[src/rtl/mc_controller.sv]
// mc_controller: control unit for the multicycle ARM core.
// Decodes the latched instruction (IR[31:12]), tracks the NZCV condition
// flags, gates each instruction's writes by its condition and steps the
// datapath through fetch / decode / execute / writeback.
//
// Ports:
//   clk, reset        rising-edge clock, asynchronous active-high reset
//   Instr[19:0]       IR[31:12]: cond, op, funct, Rd
//   ALUFlags[3:0]     {N,Z,C,V} produced by the ALU this cycle
//   PCWrite, MemWrite, RegWrite, IRWrite       datapath write strobes
//   AdrSrc, RegSrc, ALUSrcA, ALUSrcB, ResultSrc, ImmSrc, ALUControl
//                     datapath mux selects and ALU operation
//
// state    | meaning
// ---------+--------------------------------------------------
// FETCH    | read instruction at PC, PC <= PC+4
// DECODE   | read registers, evaluate condition into CondEx
// MEMADR   | compute load/store address (base +/- offset)
// MEMREAD  | read data memory at ALUOut
// MEMWB    | write loaded data to Rd
// MEMWRITE | write store data to memory
// EXECR    | data-processing op with register operand
// EXECI    | data-processing op with immediate operand
// ALUWB    | write ALU result to Rd
// BRANCH   | PC <= PC+8 + offset
module mc_controller (
    input  logic        clk,
    input  logic        reset,
    input  logic [19:0] Instr,
    input  logic [3:0]  ALUFlags,
    output logic        PCWrite,
    output logic        MemWrite,
    output logic        RegWrite,
    output logic        IRWrite,
    output logic        AdrSrc,
    output logic [1:0]  RegSrc,
    output logic [1:0]  ALUSrcA,
    output logic [1:0]  ALUSrcB,
    output logic [1:0]  ResultSrc,
    output logic [1:0]  ImmSrc,
    output logic [1:0]  ALUControl
);

    localparam logic [3:0] S_FETCH    = 4'd0;
    localparam logic [3:0] S_DECODE   = 4'd1;
    localparam logic [3:0] S_MEMADR   = 4'd2;
    localparam logic [3:0] S_MEMREAD  = 4'd3;
    localparam logic [3:0] S_MEMWB    = 4'd4;
    localparam logic [3:0] S_MEMWRITE = 4'd5;
    localparam logic [3:0] S_EXECR    = 4'd6;
    localparam logic [3:0] S_EXECI    = 4'd7;
    localparam logic [3:0] S_ALUWB    = 4'd8;
    localparam logic [3:0] S_BRANCH   = 4'd9;

    logic [3:0] state_q, state_d;
    logic [3:0] flags_q, flags_d;
    logic       condex_q, condex_d;

    logic [3:0] cond;
    logic [1:0] op;
    logic       i_bit;
    logic [3:0] cmd;
    logic       s_bit;
    logic       u_bit;
    logic [3:0] rd;
    logic       unused_rn;

    assign cond      = Instr[19:16];
    assign op        = Instr[15:14];
    assign i_bit     = Instr[13];
    assign cmd       = Instr[12:9];
    assign s_bit     = Instr[8];     // also L for memory ops
    assign u_bit     = Instr[11];
    assign rd        = Instr[3:0];
    assign unused_rn = ^Instr[7:4];

    assign ImmSrc = op;
    assign RegSrc = {(op == 2'b01) & ~s_bit, (op == 2'b10)};

    // Data-processing decode. CMP without S has no architectural effect
    // here, so it is treated as undefined.
    logic       dp_ok, dp_cmp, dp_arith;
    logic [1:0] dp_alu;

    always_comb begin
        dp_ok  = 1'b1;
        dp_cmp = 1'b0;
        dp_alu = 2'b00;
        case (cmd)
            4'b0100: dp_alu = 2'b00;
            4'b0010: dp_alu = 2'b01;
            4'b0000: dp_alu = 2'b10;
            4'b1100: dp_alu = 2'b11;
            4'b1010: begin
                dp_alu = 2'b01;
                dp_cmp = 1'b1;
                dp_ok  = s_bit;
            end
            default: dp_ok = 1'b0;
        endcase
    end

    // Only ADD/SUB/CMP produce meaningful carry and overflow.
    assign dp_arith = ~dp_alu[1];

    logic flag_n, flag_z, flag_c, flag_v, cond_pass;
    assign {flag_n, flag_z, flag_c, flag_v} = flags_q;

    always_comb begin
        cond_pass = 1'b0;
        case (cond)
            4'h0: cond_pass = flag_z;
            4'h1: cond_pass = ~flag_z;
            4'h2: cond_pass = flag_c;
            4'h3: cond_pass = ~flag_c;
            4'h4: cond_pass = flag_n;
            4'h5: cond_pass = ~flag_n;
            4'h6: cond_pass = flag_v;
            4'h7: cond_pass = ~flag_v;
            4'h8: cond_pass = flag_c & ~flag_z;
            4'h9: cond_pass = ~flag_c | flag_z;
            4'hA: cond_pass = (flag_n == flag_v);
            4'hB: cond_pass = (flag_n != flag_v);
            4'hC: cond_pass = ~flag_z & (flag_n == flag_v);
            4'hD: cond_pass = flag_z | (flag_n != flag_v);
            4'hE: cond_pass = 1'b1;
            default: cond_pass = 1'b0;
        endcase
    end

    always_comb begin
        state_d    = state_q;
        flags_d    = flags_q;
        condex_d   = condex_q;
        PCWrite    = 1'b0;
        MemWrite   = 1'b0;
        RegWrite   = 1'b0;
        IRWrite    = 1'b0;
        AdrSrc     = 1'b0;
        ALUSrcA    = 2'd0;
        ALUSrcB    = 2'd0;
        ResultSrc  = 2'd0;
        ALUControl = 2'b00;
        case (state_q)
            S_FETCH: begin
                IRWrite   = 1'b1;
                ALUSrcA   = 2'd1;
                ALUSrcB   = 2'd2;
                ResultSrc = 2'd2;
                PCWrite   = 1'b1;
                state_d   = S_DECODE;
            end
            S_DECODE: begin
                ALUSrcA   = 2'd1;
                ALUSrcB   = 2'd2;
                ResultSrc = 2'd2;
                condex_d  = cond_pass;
                case (op)
                    2'b01:   state_d = S_MEMADR;
                    2'b10:   state_d = S_BRANCH;
                    2'b00:   state_d = dp_ok ? (i_bit ? S_EXECI : S_EXECR) : S_FETCH;
                    default: state_d = S_FETCH;
                endcase
            end
            S_MEMADR: begin
                ALUSrcB    = 2'd1;
                ALUControl = u_bit ? 2'b00 : 2'b01;
                state_d    = s_bit ? S_MEMREAD : S_MEMWRITE;
            end
            S_MEMREAD: begin
                AdrSrc  = 1'b1;
                state_d = S_MEMWB;
            end
            S_MEMWB: begin
                ResultSrc = 2'd1;
                RegWrite  = condex_q;
                PCWrite   = condex_q & (rd == 4'hF);
                state_d   = S_FETCH;
            end
            S_MEMWRITE: begin
                AdrSrc   = 1'b1;
                MemWrite = condex_q;
                state_d  = S_FETCH;
            end
            S_EXECR, S_EXECI: begin
                ALUSrcB    = (state_q == S_EXECI) ? 2'd1 : 2'd0;
                ALUControl = dp_alu;
                if (condex_q && s_bit) begin
                    flags_d[3:2] = ALUFlags[3:2];
                    if (dp_arith) flags_d[1:0] = ALUFlags[1:0];
                end
                state_d = S_ALUWB;
            end
            S_ALUWB: begin
                RegWrite = condex_q & ~dp_cmp;
                PCWrite  = condex_q & ~dp_cmp & (rd == 4'hF);
                state_d  = S_FETCH;
            end
            S_BRANCH: begin
                ALUSrcB   = 2'd1;
                ResultSrc = 2'd2;
                PCWrite   = condex_q;
                state_d   = S_FETCH;
            end
            default: state_d = S_FETCH;
        endcase
    end

    always_ff @(posedge clk or posedge reset) begin
        if (reset) begin
            state_q  <= S_FETCH;
            flags_q  <= 4'b0000;
            condex_q <= 1'b0;
        end else begin
            state_q  <= state_d;
            flags_q  <= flags_d;
            condex_q <= condex_d;
        end
    end

endmodule

[config.mk]
export PLATFORM = sky130hd
export DESIGN_NAME = mc_controller
export DESIGN_NICKNAME = d
export VERILOG_FILES = /design/src/rtl/mc_controller.sv
export SDC_FILE = /design/constraint.sdc
export NUM_CORES = 1
export LEC_CHECK = 0
export ABC_CLOCK_PERIOD_IN_PS = 3800
export BUFFER_PORTS_ARGS = -buffer_cell sky130_fd_sc_hd__buf_4
export CAP_MARGIN = 10
export CORE_UTILIZATION = 49
export DETAILED_ROUTE_END_ITERATION = 10
export GPL_TIMING_DRIVEN = 0
export PLACE_DENSITY = 0.91
export SLEW_MARGIN = 20
export SYNTH_ARGS = -nofsm -noshare
export SYNTH_HDL_FRONTEND = slang
export SYNTH_SLANG_ARGS = --single-unit
[constraint.sdc]
create_clock -name clk -period 3.8 [get_ports clk]
set_clock_uncertainty 0.1 [all_clocks]
set_input_delay 0 -clock clk [delete_from_list [all_inputs] [get_ports clk]]
set_output_delay 0 -clock clk [all_outputs]
set_load 0.02 [all_outputs]
### Yosys cells after proc, flatten, opt, wreduce, memory -nomap -nowiden

Cells that the tools add are included.
W data, S select, Z words.

* register bits: 9
* input bits: 26
* output and inout bits: 17
* word-level logic and storage cells: 85

* equal/unequal tests: 32
* mux-type cells: 20
* bitwise logic cells: 15
* reduce and logical (&&, ||, !) cells: 14

Operator list (number)
* $eq A4 B4 Y1 const B: 12
* $eq A4 B3 Y1 const B: 9
* $eq A4 B2 Y1 const B: 5
* $pmux W4 S5: 1
* $pmux W1 S15: 1
* $logic_not A4 Y1: 3
* $pmux W2 S3: 2
* $pmux W4 S3: 1
* $reduce_or A2 Y1: 5
* $eq A4 B1 Y1 const B: 2
* $mux W1: 8
* $pmux W2 S2: 2
* $not A1 Y1: 7
* $and A1 B1 Y1: 6
* $mux W3: 2
* $pmux W1 S2: 2
* $pmux W1 S4: 1
* $reduce_or A4 Y1: 1
* $reduce_and A3 Y1: 1
* $reduce_or A3 Y1: 1
* $eq A2 B1 Y1 const B: 1
* $eq A2 B2 Y1 const B: 1
* $logic_not A2 Y1: 1
* $or A1 B1 Y1: 2
* other kinds (4): 4

### Longest topological paths before layout

* word-level depth: 6
* depth in mapped cells: 5
* depth with buffers taken out: 4

### Least setup slack after synthesis

No wires, ideal clock.

* path type: flip-flop to flip-flop
* start point: register state_q[3]
* end point: register state_q[1]
* setup time: 0.110 ns
* arrival: 1.457 ns
* data required time: 3.590 ns
* path slack: 2.133 ns
* cell stages (with the launch flop): 5
* path buffers: 1
* period minus slack after synthesis: 1.667 ns
* cells stage by stage: dfrtp_1 -> clkbuf_1 -> nor3_1 -> o211ai_1 -> o41ai_1

* longest elaborated chain between the ends: 3
* elaborated cells between the ends (all ways): 8
* classes of those cells: 5 x eq/ne; 1 x mux; 2 x reduce/logical

Ends and longest elaborated chain
* from (decl): line 55 `logic [3:0] state_q, state_d;`
* from (signal assigned): line 215 `state_q <= state_d;`
* $eq A4 B3 Y1: line 144 `case (state_q)`
* $reduce_or A2 Y1: line 144
* $pmux W4 S5 (*): line 144
* net state_d[1]: line 55

The timed path passes the listed nets; every way through them passes the cells marked *.
A chain may end at the register's enable or synchronous reset.

### Final worst setup path

Ends and elaborated chain as after synthesis.

==> metrics.cfg <==
[timing]
rsz0062_at_grt = no
final_hold_viol_count = 0
finalSetupTns_ns = 0
period_needed_ns = 2.07
setup_viol = 0
fmax_mhz = 483
tightest_slew_ns = 0.515
period_share_pct = 54.5
drv_slew = 0
relSlewSlack_pct = 65.2

[floorplanning]
die_width_um = 45.5
core.rowCount = 15
ios = 43
die_height_um = 45.5
core_um2 = 1750
die-area_um2 = 2070
start_util_pct = 53.0

[route]
ant_nets = 0
dr.pass1.iters = 4
wl_per_cell_um = 14.6
drt_iter0_markers = 43
viasPerCell = 5.75
vias = 1070
drc = 0
wirelength_mm = 2.72

[yosys]
yosys_warnings = 0
syn_area_per_cell_um2 = 8.19
syn_inst = 113
synthTopCellsByArea = dfrtp_1 (24%), nor3_1 (3.8%), nand2_1 (3.6%), a21oi_1 (3.2%), buf_2 (3.2%)
yosys_register_bits = 9
syn-num-nets = 139
yosysSeqAreaShare_pct = 24.3
synthArstFlopShare_pct = 100
netlist.area_leader.share_pct = 24.3
yosysUniqueCellTypes = 47
synthFlopType = dfrtp_1
synth_area_um2 = 926
synth_edf_count = 0
yosysTopAreaCell = dfrtp_1

[critical_path]
worstPathRequired_ns = 3.88
critical_path_class = reg2reg
arrival_ns = 2.16
worstSetupEndpointType = flop
start_kind = flop
r2r_cells = 5
slowest_delay_ns = 0.60
crit_chain = clkbuf_1, nor3_1, o211ai_1, o41ai_1, dlygate4sd3_1
crit_slowest_cell = dlygate4sd3_1
crit_fanout = 10

[power_and_ir_drop]
ir_worst_vdd_mv = 0.418
p_leak_nw = 0.649
p_switching_mw = 0.362
combPwrFrac_pct = 66.8
power_frac_seq_pct = 23.8
intPower_mw = 0.394
power_density_nw_per_um2 = 566
power.share.clock_pct = 9.4
netSwitchingFraction_pct = 47.9

[cts]
insertion_delay_ns = 0.25
ctsHoldBuffers = 9
numCtsBuffers = 3
cts_tree = yes
cts_setup_buffers = 0
clock-sinks = 9
cts_root_buf = clkbuf_4
clk_pin_slew_ns = 0.06
cts_resized = 0
clk_path_buf_depth = 2
h-tree-depth = 1

[placement]
port_buffers = 35
gp_congestion = 0.844
dp_hpwl_mm = 1.87
dp_cells = 173

[min_path]
hold_depth = 4
hp-class = in2reg

[finish]
antennaDiodeCount = 0
syn_to_final_growth_pct = 44.3
mostFrequentLayoutCells = buf_4 (38), nand2_1 (9), dfrtp_1 (9), dlygate4sd3_1 (9)
final_common_cell = buf_4
fillCellCount = 110
drive_above_1_share_pct = 33.5
fin_nets = 188
fin_cells = 186

[run_status]
status = completed

[flow_run]
cap_violations = 0

[grt]
grt_overflow = 0
antenna_found_initial = 0
grt_pass1_vias = 954
grt_start_max_net_pins = 11
global_route.usage.total_pct = 28.1
grt_pass1_wl_mm = 4.23

-- layer usage --
| layer | up-vias | GRT usage (%) | share of wire [%] |
|---|---|---|---|
| li1 | 514 | - | - |
| met1 | 502 | 36.9 | 40 |
| met2 | 48 | 48.6 | 54 |
| met3 | 6 | 2.78 | 5.7 |
| met4 | 0 | 7.27 | 0.99 |
| met5 | - | 0 | 0 |
-- area by class of cell --
cell class | count | area [um2] | area share [%]
sequential | 9 | 225 | 16.9
timing repair buffer | 44 | 353 | 26.4
inverter | 7 | 26.3 | 1.97
buffer | 10 | 56.3 | 4.21
clock buffer | 4 | 26.3 | 1.97
tap | 25 | 31.3 | 2.34
multi-input combinational | 87 | 618 | 46.3
-- power groups by stage --
stage | combinational, mW | sequential, mW | clock (mW)
after floorplan | 0.330 | 0.165 | 0
after global placement | 0.464 | 0.176 | 0
after detailed placement | 0.478 | 0.180 | 0
after CTS | 0.490 | 0.178 | 0.0700
after global routing | 0.539 | 0.186 | 0.0777
final | 0.505 | 0.180 | 0.0710
-- cell families after synthesis --
group	synth area share, %
other	0.405
muxes	7.84
and+or+nand+nor	33.4
AOI/OAI and AO/OA	19.5
xor gates and xnor gates	5.68
buffers and inverters	8.92
DFF	24.3
-- cells in the mapped netlist, types with 2 or more instances --
library cell  n
or3_1         2
nor3_1        7
mux2_2        2
a21oi_1       6
nand4_1       2
o31ai_1       2
nand2_1       9
nor2_1        6
xnor2_1       3
nand2b_1      3
mux2_4        2
o41ai_1       2
nor2b_1       2
buf_4         3
inv_1         7
nor3b_1       2
mux2i_1       2
buf_2         6
a31oi_1       2
xor2_1        3
a211oi_1      3
dfrtp_1       9
nand3_1       4
-- sequential cells by signal, indices dropped and copies added (netlist names) --
signal    flops
condex_q      1
flags_q       4
state_q       4
-- worst paths after layout --
check / to / start / slack [ns]
max reg2reg: state_q[1] / state_q[3] / 1.73
min in group asynchronous: flags_q[0] / reset / 0.18
min: condex_q / Instr[17] / 0.08
max in group asynchronous: state_q[3] / reset / 3.16
max: state_q[1] / state_q[3] / 1.73
min reg2reg: flags_q[0] / flags_q[0] / 0.48
-- critical path: cells and delay by family (launching register included) --
family	cells	cell delay (ns)
AOI/OAI and AO/OA	2	0.25
and+or+nand+nor	1	0.34
buffers and inverters	2	0.85
DFF	1	0.46
-- through the flow --
step / power, mW / instance area (um2) / utilization [%] / hold slack (ns) / worst slack (ns)
after CTS: 0.738 / 1340 / 76.6 / 0.0725 / 1.86
after global routing: 0.802 / 1340 / 76.6 / 0.0966 / 1.65
final: 0.756 / 1340 / 76.6 / 0.0790 / 1.73
after global placement: 0.640 / 1220 / 69.9 / -0.132 / 2.16
after detailed placement: 0.658 / 1220 / 69.9 / -0.130 / 2.09
after floorplan: 0.495 / 926 / - / -0.272 / 2.13
Power figures use the tool's default switching activity.
